[src/rtl/muldiv_unit.sv]
// Multi-cycle multiply/divide unit for the execute stage. It produces the HI/LO pair
// for mult, multu, div and divu. Multiply has a fixed latency; divide is radix-2 restoring.
module muldiv_unit #(
    parameter int WIDTH      = 32,
    parameter int MUL_STAGES = 2
) (
    input  logic             clk,
    input  logic             rst,
    input  logic             start_i,
    input  logic [1:0]       op_i,
    input  logic [WIDTH-1:0] a_i,
    input  logic [WIDTH-1:0] b_i,
    input  logic             cancel_i,
    output logic             busy_o,
    output logic             done_o,
    output logic [WIDTH-1:0] hi_o,
    output logic [WIDTH-1:0] lo_o,
    output logic             divzero_o
);
    localparam int CW = $clog2(WIDTH);

    typedef enum logic [1:0] {IDLE, MUL, DIV, FIX} state_t;

    state_t           state_q, state_d;
    logic [CW-1:0]    cnt_q, cnt_d;
    logic             sgn_q, sgn_d;
    logic             dz_q, dz_d;
    logic [WIDTH-1:0] a_q, a_d, b_q, b_d;
    logic [WIDTH-1:0] rem_q, rem_d, quo_q, quo_d;
    logic [WIDTH-1:0] hi_q, hi_d, lo_q, lo_d;
    logic             done_q, done_d, divz_q, divz_d;

    // Extending both operands to 2*WIDTH makes a modular multiply correct for signed and unsigned
    function automatic logic [2*WIDTH-1:0] mul_full(input logic sgn,
                                                    input logic [WIDTH-1:0] a,
                                                    input logic [WIDTH-1:0] b);
        logic [2*WIDTH-1:0] ae, be;
        ae = {{WIDTH{sgn & a[WIDTH-1]}}, a};
        be = {{WIDTH{sgn & b[WIDTH-1]}}, b};
        return ae * be;
    endfunction

    logic [WIDTH-1:0] bmag, rem_nx, quo_nx;
    logic [WIDTH:0]   rem_sh, diff;
    logic             step_ok, q_neg, r_neg;

    // One restoring step: shift in the next dividend bit, subtract if it fits
    always_comb begin
        bmag    = (sgn_q && b_q[WIDTH-1]) ? -b_q : b_q;
        rem_sh  = {rem_q, quo_q[WIDTH-1]};
        diff    = rem_sh - {1'b0, bmag};
        step_ok = ~diff[WIDTH];
        rem_nx  = step_ok ? diff[WIDTH-1:0] : rem_sh[WIDTH-1:0];
        quo_nx  = {quo_q[WIDTH-2:0], step_ok};
        q_neg   = sgn_q & (a_q[WIDTH-1] ^ b_q[WIDTH-1]);
        r_neg   = sgn_q & a_q[WIDTH-1];
    end

    always_comb begin
        state_d = state_q;
        cnt_d   = cnt_q;
        sgn_d   = sgn_q;
        dz_d    = dz_q;
        a_d     = a_q;
        b_d     = b_q;
        rem_d   = rem_q;
        quo_d   = quo_q;
        hi_d    = hi_q;
        lo_d    = lo_q;
        done_d  = 1'b0;
        divz_d  = 1'b0;
        case (state_q)
            IDLE: if (start_i && !cancel_i) begin
                sgn_d = ~op_i[0];
                a_d   = a_i;
                b_d   = b_i;
                if (op_i[1]) begin
                    state_d = DIV;
                    cnt_d   = CW'(WIDTH - 1);
                    rem_d   = '0;
                    quo_d   = (~op_i[0] && a_i[WIDTH-1]) ? -a_i : a_i;
                    dz_d    = (b_i == '0);
                end else if (MUL_STAGES == 1) begin
                    {hi_d, lo_d} = mul_full(~op_i[0], a_i, b_i);
                    done_d       = 1'b1;
                end else begin
                    state_d = MUL;
                    cnt_d   = CW'(MUL_STAGES - 2);
                end
            end
            MUL: if (cancel_i) begin
                state_d = IDLE;
            end else if (cnt_q == '0) begin
                {hi_d, lo_d} = mul_full(sgn_q, a_q, b_q);
                done_d       = 1'b1;
                state_d      = IDLE;
            end else begin
                cnt_d = cnt_q - CW'(1);
            end
            DIV: if (cancel_i) begin
                state_d = IDLE;
            end else begin
                if (!dz_q) begin
                    rem_d = rem_nx;
                    quo_d = quo_nx;
                end
                cnt_d = cnt_q - CW'(1);
                if (cnt_q == CW'(1)) state_d = FIX;
            end
            // FIX performs the last iteration together with the sign correction
            FIX: if (cancel_i) begin
                state_d = IDLE;
            end else begin
                state_d = IDLE;
                cnt_d   = '0;
                done_d  = 1'b1;
                if (dz_q) begin
                    lo_d   = '1;
                    hi_d   = a_q;
                    divz_d = 1'b1;
                end else begin
                    lo_d = q_neg ? -quo_nx : quo_nx;
                    hi_d = r_neg ? -rem_nx : rem_nx;
                end
            end
            default: state_d = IDLE;
        endcase
    end

    always_ff @(posedge clk) begin
        if (!rst) begin
            state_q <= IDLE;
            cnt_q   <= '0;
            sgn_q   <= 1'b0;
            dz_q    <= 1'b0;
            a_q     <= '0;
            b_q     <= '0;
            rem_q   <= '0;
            quo_q   <= '0;
            hi_q    <= '0;
            lo_q    <= '0;
            done_q  <= 1'b0;
            divz_q  <= 1'b0;
        end else begin
            state_q <= state_d;
            cnt_q   <= cnt_d;
            sgn_q   <= sgn_d;
            dz_q    <= dz_d;
            a_q     <= a_d;
            b_q     <= b_d;
            rem_q   <= rem_d;
            quo_q   <= quo_d;
            hi_q    <= hi_d;
            lo_q    <= lo_d;
            done_q  <= done_d;
            divz_q  <= divz_d;
        end
    end

    assign busy_o    = (state_q != IDLE);
    assign done_o    = done_q;
    assign divzero_o = divz_q;
    assign hi_o      = hi_q;
    assign lo_o      = lo_q;
endmodule

[config.mk]
export PLATFORM = sky130hd
export DESIGN_NAME = muldiv_unit
export DESIGN_NICKNAME = d
export VERILOG_FILES = /design/src/rtl/muldiv_unit.sv
export SDC_FILE = /design/constraint.sdc
export NUM_CORES = 2
export LEC_CHECK = 0
export BUFFER_PORTS_ARGS = -buffer_cell sky130_fd_sc_hd__buf_2
export CORE_UTILIZATION = 30
export CTS_CLUSTER_SIZE = 40
export DETAILED_ROUTE_END_ITERATION = 16
export PLACE_DENSITY = 0.49
export SYNTH_ARGS = -nofsm -noshare
export SYNTH_HDL_FRONTEND = slang
export SYNTH_SLANG_ARGS = --single-unit
[constraint.sdc]
create_clock -name clk -period 8.8 [get_ports clk]
set_clock_uncertainty 0.2 [all_clocks]
set_input_delay 0.44 -clock clk [delete_from_list [all_inputs] [get_ports clk]]
set_output_delay 0.44 -clock clk [all_outputs]
set_load 0.02 [all_outputs]
; ---- After elaboration in Yosys (flattened, before gate mapping)
; Cells that the tools add are included.
; W data, S select, Z words.
[totals]
reg_bits = 203
output_inout_bits = 67
word_cells = 102
[classes]
n_addsub = 6
n_mul = 1
n_eq_ne = 14
mux = 44
n_bitwise = 8
n_reduce_logical = 17
[ops]
columns = operator, count
row1 = $mux W32, 21
row2 = $pmux W32 S2, 4
row3 = $neg A32 Y32, 4
row4 = $mul A33 B33 Y64, 1
row5 = $sub A33 B32 Y33, 1
row6 = $logic_not A32 Y1, 1
row7 = $mux W5, 6
row8 = $pmux W5 S4, 1
row9 = $ne A2 B2 Y1 const B, 8
row10 = $mux W2, 6
row11 = $reduce_and A5 Y1, 2
row12 = $pmux W2 S4, 1
row13 = $ne A3 B3 Y1 const B, 2
row14 = $reduce_and A3 Y1, 2
row15 = $reduce_bool A2 Y1, 3
row16 = $eq A5 B1 Y1 const B, 1
row17 = $logic_not A5 Y1, 1
row18 = $sub A5 B1 Y5 const B, 1
row19 = $eq A2 B2 Y1 const B, 2
row20 = $mux W1, 4
row21 = $not A1 Y1, 4
row22 = $reduce_and A4 Y1, 1
row23 = $and A1 B1 Y1, 3
row24 = $logic_and A1 B1 Y1, 3
row25 = 7 further kinds, 7

; ---- Logic depth before layout (Yosys ltp)
[depth]
word_depth = 9
ltp_mapped = 34
mapped_depth_nobuf = 31

; ---- Worst setup path before layout
; Ideal clock, no wire load.
[synth_timing]
kind = reg-to-reg
startpoint = register a_q[31]
endpoint = register hi_q[30], in the netlist hi_o[30]
setup_ns = 0.077
t_arrival_ns = 8.312
required_time_ns = 8.523
slack_ns = 0.212
path_stages_with_launch = 31
n_path_buf = 3
path_cell_list = dfxtp_1 -> and2_1 -> clkbuf_1 -> buf_1 -> nand2_1 -> inv_1 -> fa_1 -> inv_1 -> fa_1 -> inv_1 -> fa_1 -> fa_1 -> inv_1 -> fa_1 -> inv_1 -> fa_1 -> inv_1 -> fa_1 -> fa_1 -> inv_1 -> ha_1 -> clkbuf_1 -> nand3_1 -> o21ai_0 -> a31oi_1 -> o21ai_0 -> a21oi_1 -> o21ai_0 -> a31oi_1 -> or4_1 -> a41oi_2
[synth_via]
elab_chain_cells = 5
elab_cells_between_ends = 8
classes_between = mul (1) / mux (6) / bitwise (1)
[synth_lines]
columns = item, line_no
row1 = from (decl), 28  ; logic [WIDTH-1:0] a_q, a_d, b_q, b_d;
row2 = from (signal assigned), 136  ; a_q <= '0;
row3 = from (signal assigned), 149  ; a_q <= a_d;
row4 = $and A1 B1 Y1, "38, 56"
row5 = $mul A33 B33 Y64 or $mux W32 (tied branches), "40, 123"
row6 = $mux W32 (on tied branches), "93, 117"
row7 = $mux W32 (on tied branches), "91, 111"
row8 = $pmux W32 S2 (*), 72  ; case (state_q)
row9 = to (signal assigned), 153  ; hi_q <= hi_d;
row10 = to (decl), 30  ; logic [WIDTH-1:0] hi_q, hi_d, lo_q, lo_d;
; Mark *: on every way between the ends. The rest lies on a longest branch, timed or not. The select of a mux whose other input is x is not followed.
; A chain may end at the register's enable or synchronous reset.

; ---- Worst setup path after layout
[layout_timing]
startpoint = register b_q[13]
endpoint = register hi_q[29], in the netlist hi_o[29]
[layout_via]
elab_chain_cells = 9
elab_cells_between_ends = 12
classes_between = add/sub (3) / mul (1) / mux (8)
[layout_lines]
columns = item, line_no
row1 = from (decl), 28
row2 = from (signal assigned), 137  ; b_q <= '0;
row3 = from (signal assigned), 150  ; b_q <= b_d;
row4 = $neg A32 Y32, 49  ; bmag = (sgn_q && b_q[WIDTH-1]) ? -b_q : b_q;
row5 = $mux W32, 49
row6 = $sub A33 B32 Y33, 51  ; diff = rem_sh - {1'b0, bmag};
row7 = $mux W32, 53  ; rem_nx = step_ok ? diff[WIDTH-1:0] : rem_sh[WIDTH-1:0];
row8 = $neg A32 Y32, 123  ; hi_d = r_neg ? -rem_nx : rem_nx;
row9 = $mux W32, 123
row10 = $mux W32, 117  ; if (dz_q) begin
row11 = $mux W32, 111  ; FIX: if (cancel_i) begin
row12 = $pmux W32 S2 (*), 72
; Marked as above.

==> results.tsv <==
stage	metric	value	unit
timing	Max Fclk	118	MHz
timing	hold slack	15.4	ps
pwr	VDD IR max	0.158	mV
worst_hold_path	worst min-delay path class	in -> reg	
layout	post-synthesis to final-layout area growth	10.6	%
clock_tree	H-Tree Depth	1	
floorplanning	IO Pins	137	
layout	nets	7535	
layout	final instance area	0.0569	sq mm
timing	Final setup viols	0	
clock_tree	clock tree sinks	203	
critical_path	WP data arrival	8780	ps
synth	number of synthesized flops with an enable pin	0	
floorplanning	Die Width	416	microns
detailed_routing	Post-Route WL	176	mm
clock_tree	Clock transition at path regs	80	ps
detailed_routing	DR WL/cell	21.1	microns
placement	Port Buffer Count	136	
timing	Slew HR	0.216	
floorplanning	row count	151	
grt	first-pass GRT wire length	270	mm
timing	Worst Tran Pin Value	1170	ps
critical_path	CP Launch Type	flop	
pwr	static leakage	26.7	nW
synth	Synth Flop Type	dfxtp_1	
clock_tree	Clock Latency Late Sink	620	ps
flow_run	max cap viols	0	
clock_tree	CTS tree	done	
grt	vias in the first global route	43553	
layout	Final Util	0.335	
critical_path	CP Data Required Time	9070	ps
floorplanning	die area	0.173	sq mm
critical_path	CP Capture Type	flop	
timing	post-route setup slack	290	ps
detailed_routing	Routed Antenna Nets	0	
synth	Ys Warns	0	
pwr	Cell Pwr Density	119	mW/mm^2
grt	grt ovf	0	
grt	largest net degree at the start of global routing	68	
synth	Synth Cell Area	0.0515	sq mm
critical_path	crit path kind	reg -> reg	
synth	Seq cells post-synth	203	
clock_tree	clock root cell	clkbuf_16	
critical_path	slowest CP cell	dfxtp_1	
critical_path	crit-path max cell delay	640	ps
synth	Yosys cell types	93	
clock_tree	cts bufs inserted	27	
clock_tree	clock tree buffer depth	3	
detailed_routing	Pre-antenna DRT Iters	6	
placement	pre-CTS WS	18.8	ps
detailed_routing	Remaining DRCs	0	
detailed_routing	via/cell ratio	4.96	
placement	GP Congestion	0.926	
timing	max-slew violation count	0	
synth	Synth async-reset ratio	0	
floorplanning	Initial Util	0.303	
floorplanning	Die Y-Extent	416	microns
pwr	Overall Power	6.80	mW
placement	DP HPWL	144	mm
detailed_routing	DRC violation total after the first TritonRoute iteration	2896	
critical_path	most frequent cell on the critical path	fa_1	
layout	share of layout cells above drive strength 1	0.0801	
placement	DP Area	0.0556	sq mm
timing	minimum clock period	8510	ps
synth	synthesized area per cell	8.51	sq um
grt	antenna violations before repair	6	
detailed_routing	Vias	41290	
timing	Tcrit/Tclk final	0.967	
placement	Placed Instances	8238	
synth	Syn Inst Count	6053	
critical_path	largest fanout on the critical path	18	
grt	global router's overall resource usage	0.204	
synth	Mapped Nets	7505	
timing	setup TNS	0	ps
outcome	status	completed	
synth	sequential cell area fraction in the yosys report	0.0789	
timing	final hold viol count	0	
layout	Final Instance Count excl. Fillers	8323	
floorplanning	core area	0.170	sq mm
==> Yosys cell counts (all sizes together) (34+ instances only) <==
cell type	instances	area, sq um
nor3	62	322
o31ai	34	274
dfxtp	203	4060
a21o	52	390
mux2i	44	440
xnor2	119	1040
inv	1168	4380
nand3	34	170
buf	56	246
o21ai	136	684
ha	256	3200
fa	1126	22500
a31oi	36	225
a21oi	315	1610
and2	352	2200
nor2	227	857
xor2	84	736
nand2	1042	3910
clkbuf	326	1220
==> layout by cell type (no fill, tap or decap), types with 15 or more instances in the layout <==
master / count
dlygate4sd3_1: 31
nor4_1: 22
a31oi_1: 33
dfxtp_1: 182
fa_1: 1124
clkbuf_16: 27
o211ai_1: 26
nor3_1: 59
nand3_1: 34
buf_4: 175
and2_1: 350
dfxtp_2: 19
inv_1: 1164
nand2b_1: 30
mux2i_1: 44
xor2_1: 84
xnor2_1: 118
buf_12: 35
o31ai_1: 32
nand4_1: 19
or3_1: 31
and3_1: 29
o221ai_1: 29
ha_1: 255
a21oi_1: 305
a21o_1: 52
a211oi_1: 19
o21a_1: 15
buf_2: 136
nand2_1: 1042
o21ai_0: 122
nor2_1: 225
==> sequential cells by signal (all words and copies together), names as in the netlist <==
name       count
quo_q         32
state_q        2
cnt_q          5
b_q           32
hi_o          32
dz_q           1
a_q           32
rem_q         32
done_o         1
divzero_o      1
lo_o          32
sgn_q          1
==> cells by family (layout without fill, tap and decap cells) <==
family                     after synthesis  count (layout)  share of synthesized area
and+or+nand+nor                       1901            1901                      0.169
buffers and inverters                 1552            1601                      0.114
adders and majority gates             1382            1382                      0.500
AOI/OAI and AO/OA                      760             760                     0.0936
xor gates and xnor gates               203             203                     0.0345
DFF                                    203             203                     0.0789
muxes                                   52              52                     0.0103
other                                    0               3                          0
==> power by group <==
part / internal (mW) / switching (mW) / leakage (nW) / total [mW]
combinational: 1.45 / 2.86 / 24.6 / 4.31
clock: 0.713 / 0.527 / 0.448 / 1.24
sequential: 1.05 / 0.203 / 1.66 / 1.25
==> routing by layer <==
metal	share of wire	vias up	track usage
met3	0.045	181	0.0206
met5	0	-	0
met2	0.50	997	0.355
met4	0.029	0	0.0531
li1	-	18457	-
met1	0.43	21655	0.270
==> path summary, 6_finish.rpt <==
path | from | end | slack (ps) | cells past startpoint
setup / recovery | b_q[13] | hi_o[29] | 290 | 25
hold / removal | b_i[20] | b_q[20] | 20 | 3
setup reg to reg | b_q[13] | hi_o[29] | 290 | 25
hold reg to reg | lo_o[26] | lo_o[26] | 240 | 2
==> worst max-delay path: cells and delay by family (launching register included) <==
| family | cells | cell delay (ps) |
|---|---|---|
| XOR/XNOR | 1 | 280 |
| AND/OR/NAND/NOR | 1 | 120 |
| adder cells (fa/ha/maj) | 9 | 4370 |
| buffers and inverters | 4 | 560 |
| flip-flops | 1 | 640 |
| AO/OA/AOI/OAI | 10 | 2190 |
==> layout make-up <==
cell class / count / area [sq um]
repair buffers: 383 / 3070
well taps: 2218 / 2780
diodes: 3 / 7.51
clock inverters: 11 / 185
multi-input cells: 4298 / 41700
fillers: 17931 / 113000
clock buffers: 37 / 743
inverters: 1170 / 4400
flip-flops and latches: 203 / 4100
==> repair_timing <==
action,CTS,global route
hold buffers,31,0
hold endpoints to repair,31,0
resized for setup,2,32
endpoints found under the setup margin,2,17
setup buffers,0,3
pin swaps,0,3
No activity file was read; power rests on OpenSTA's default activity.
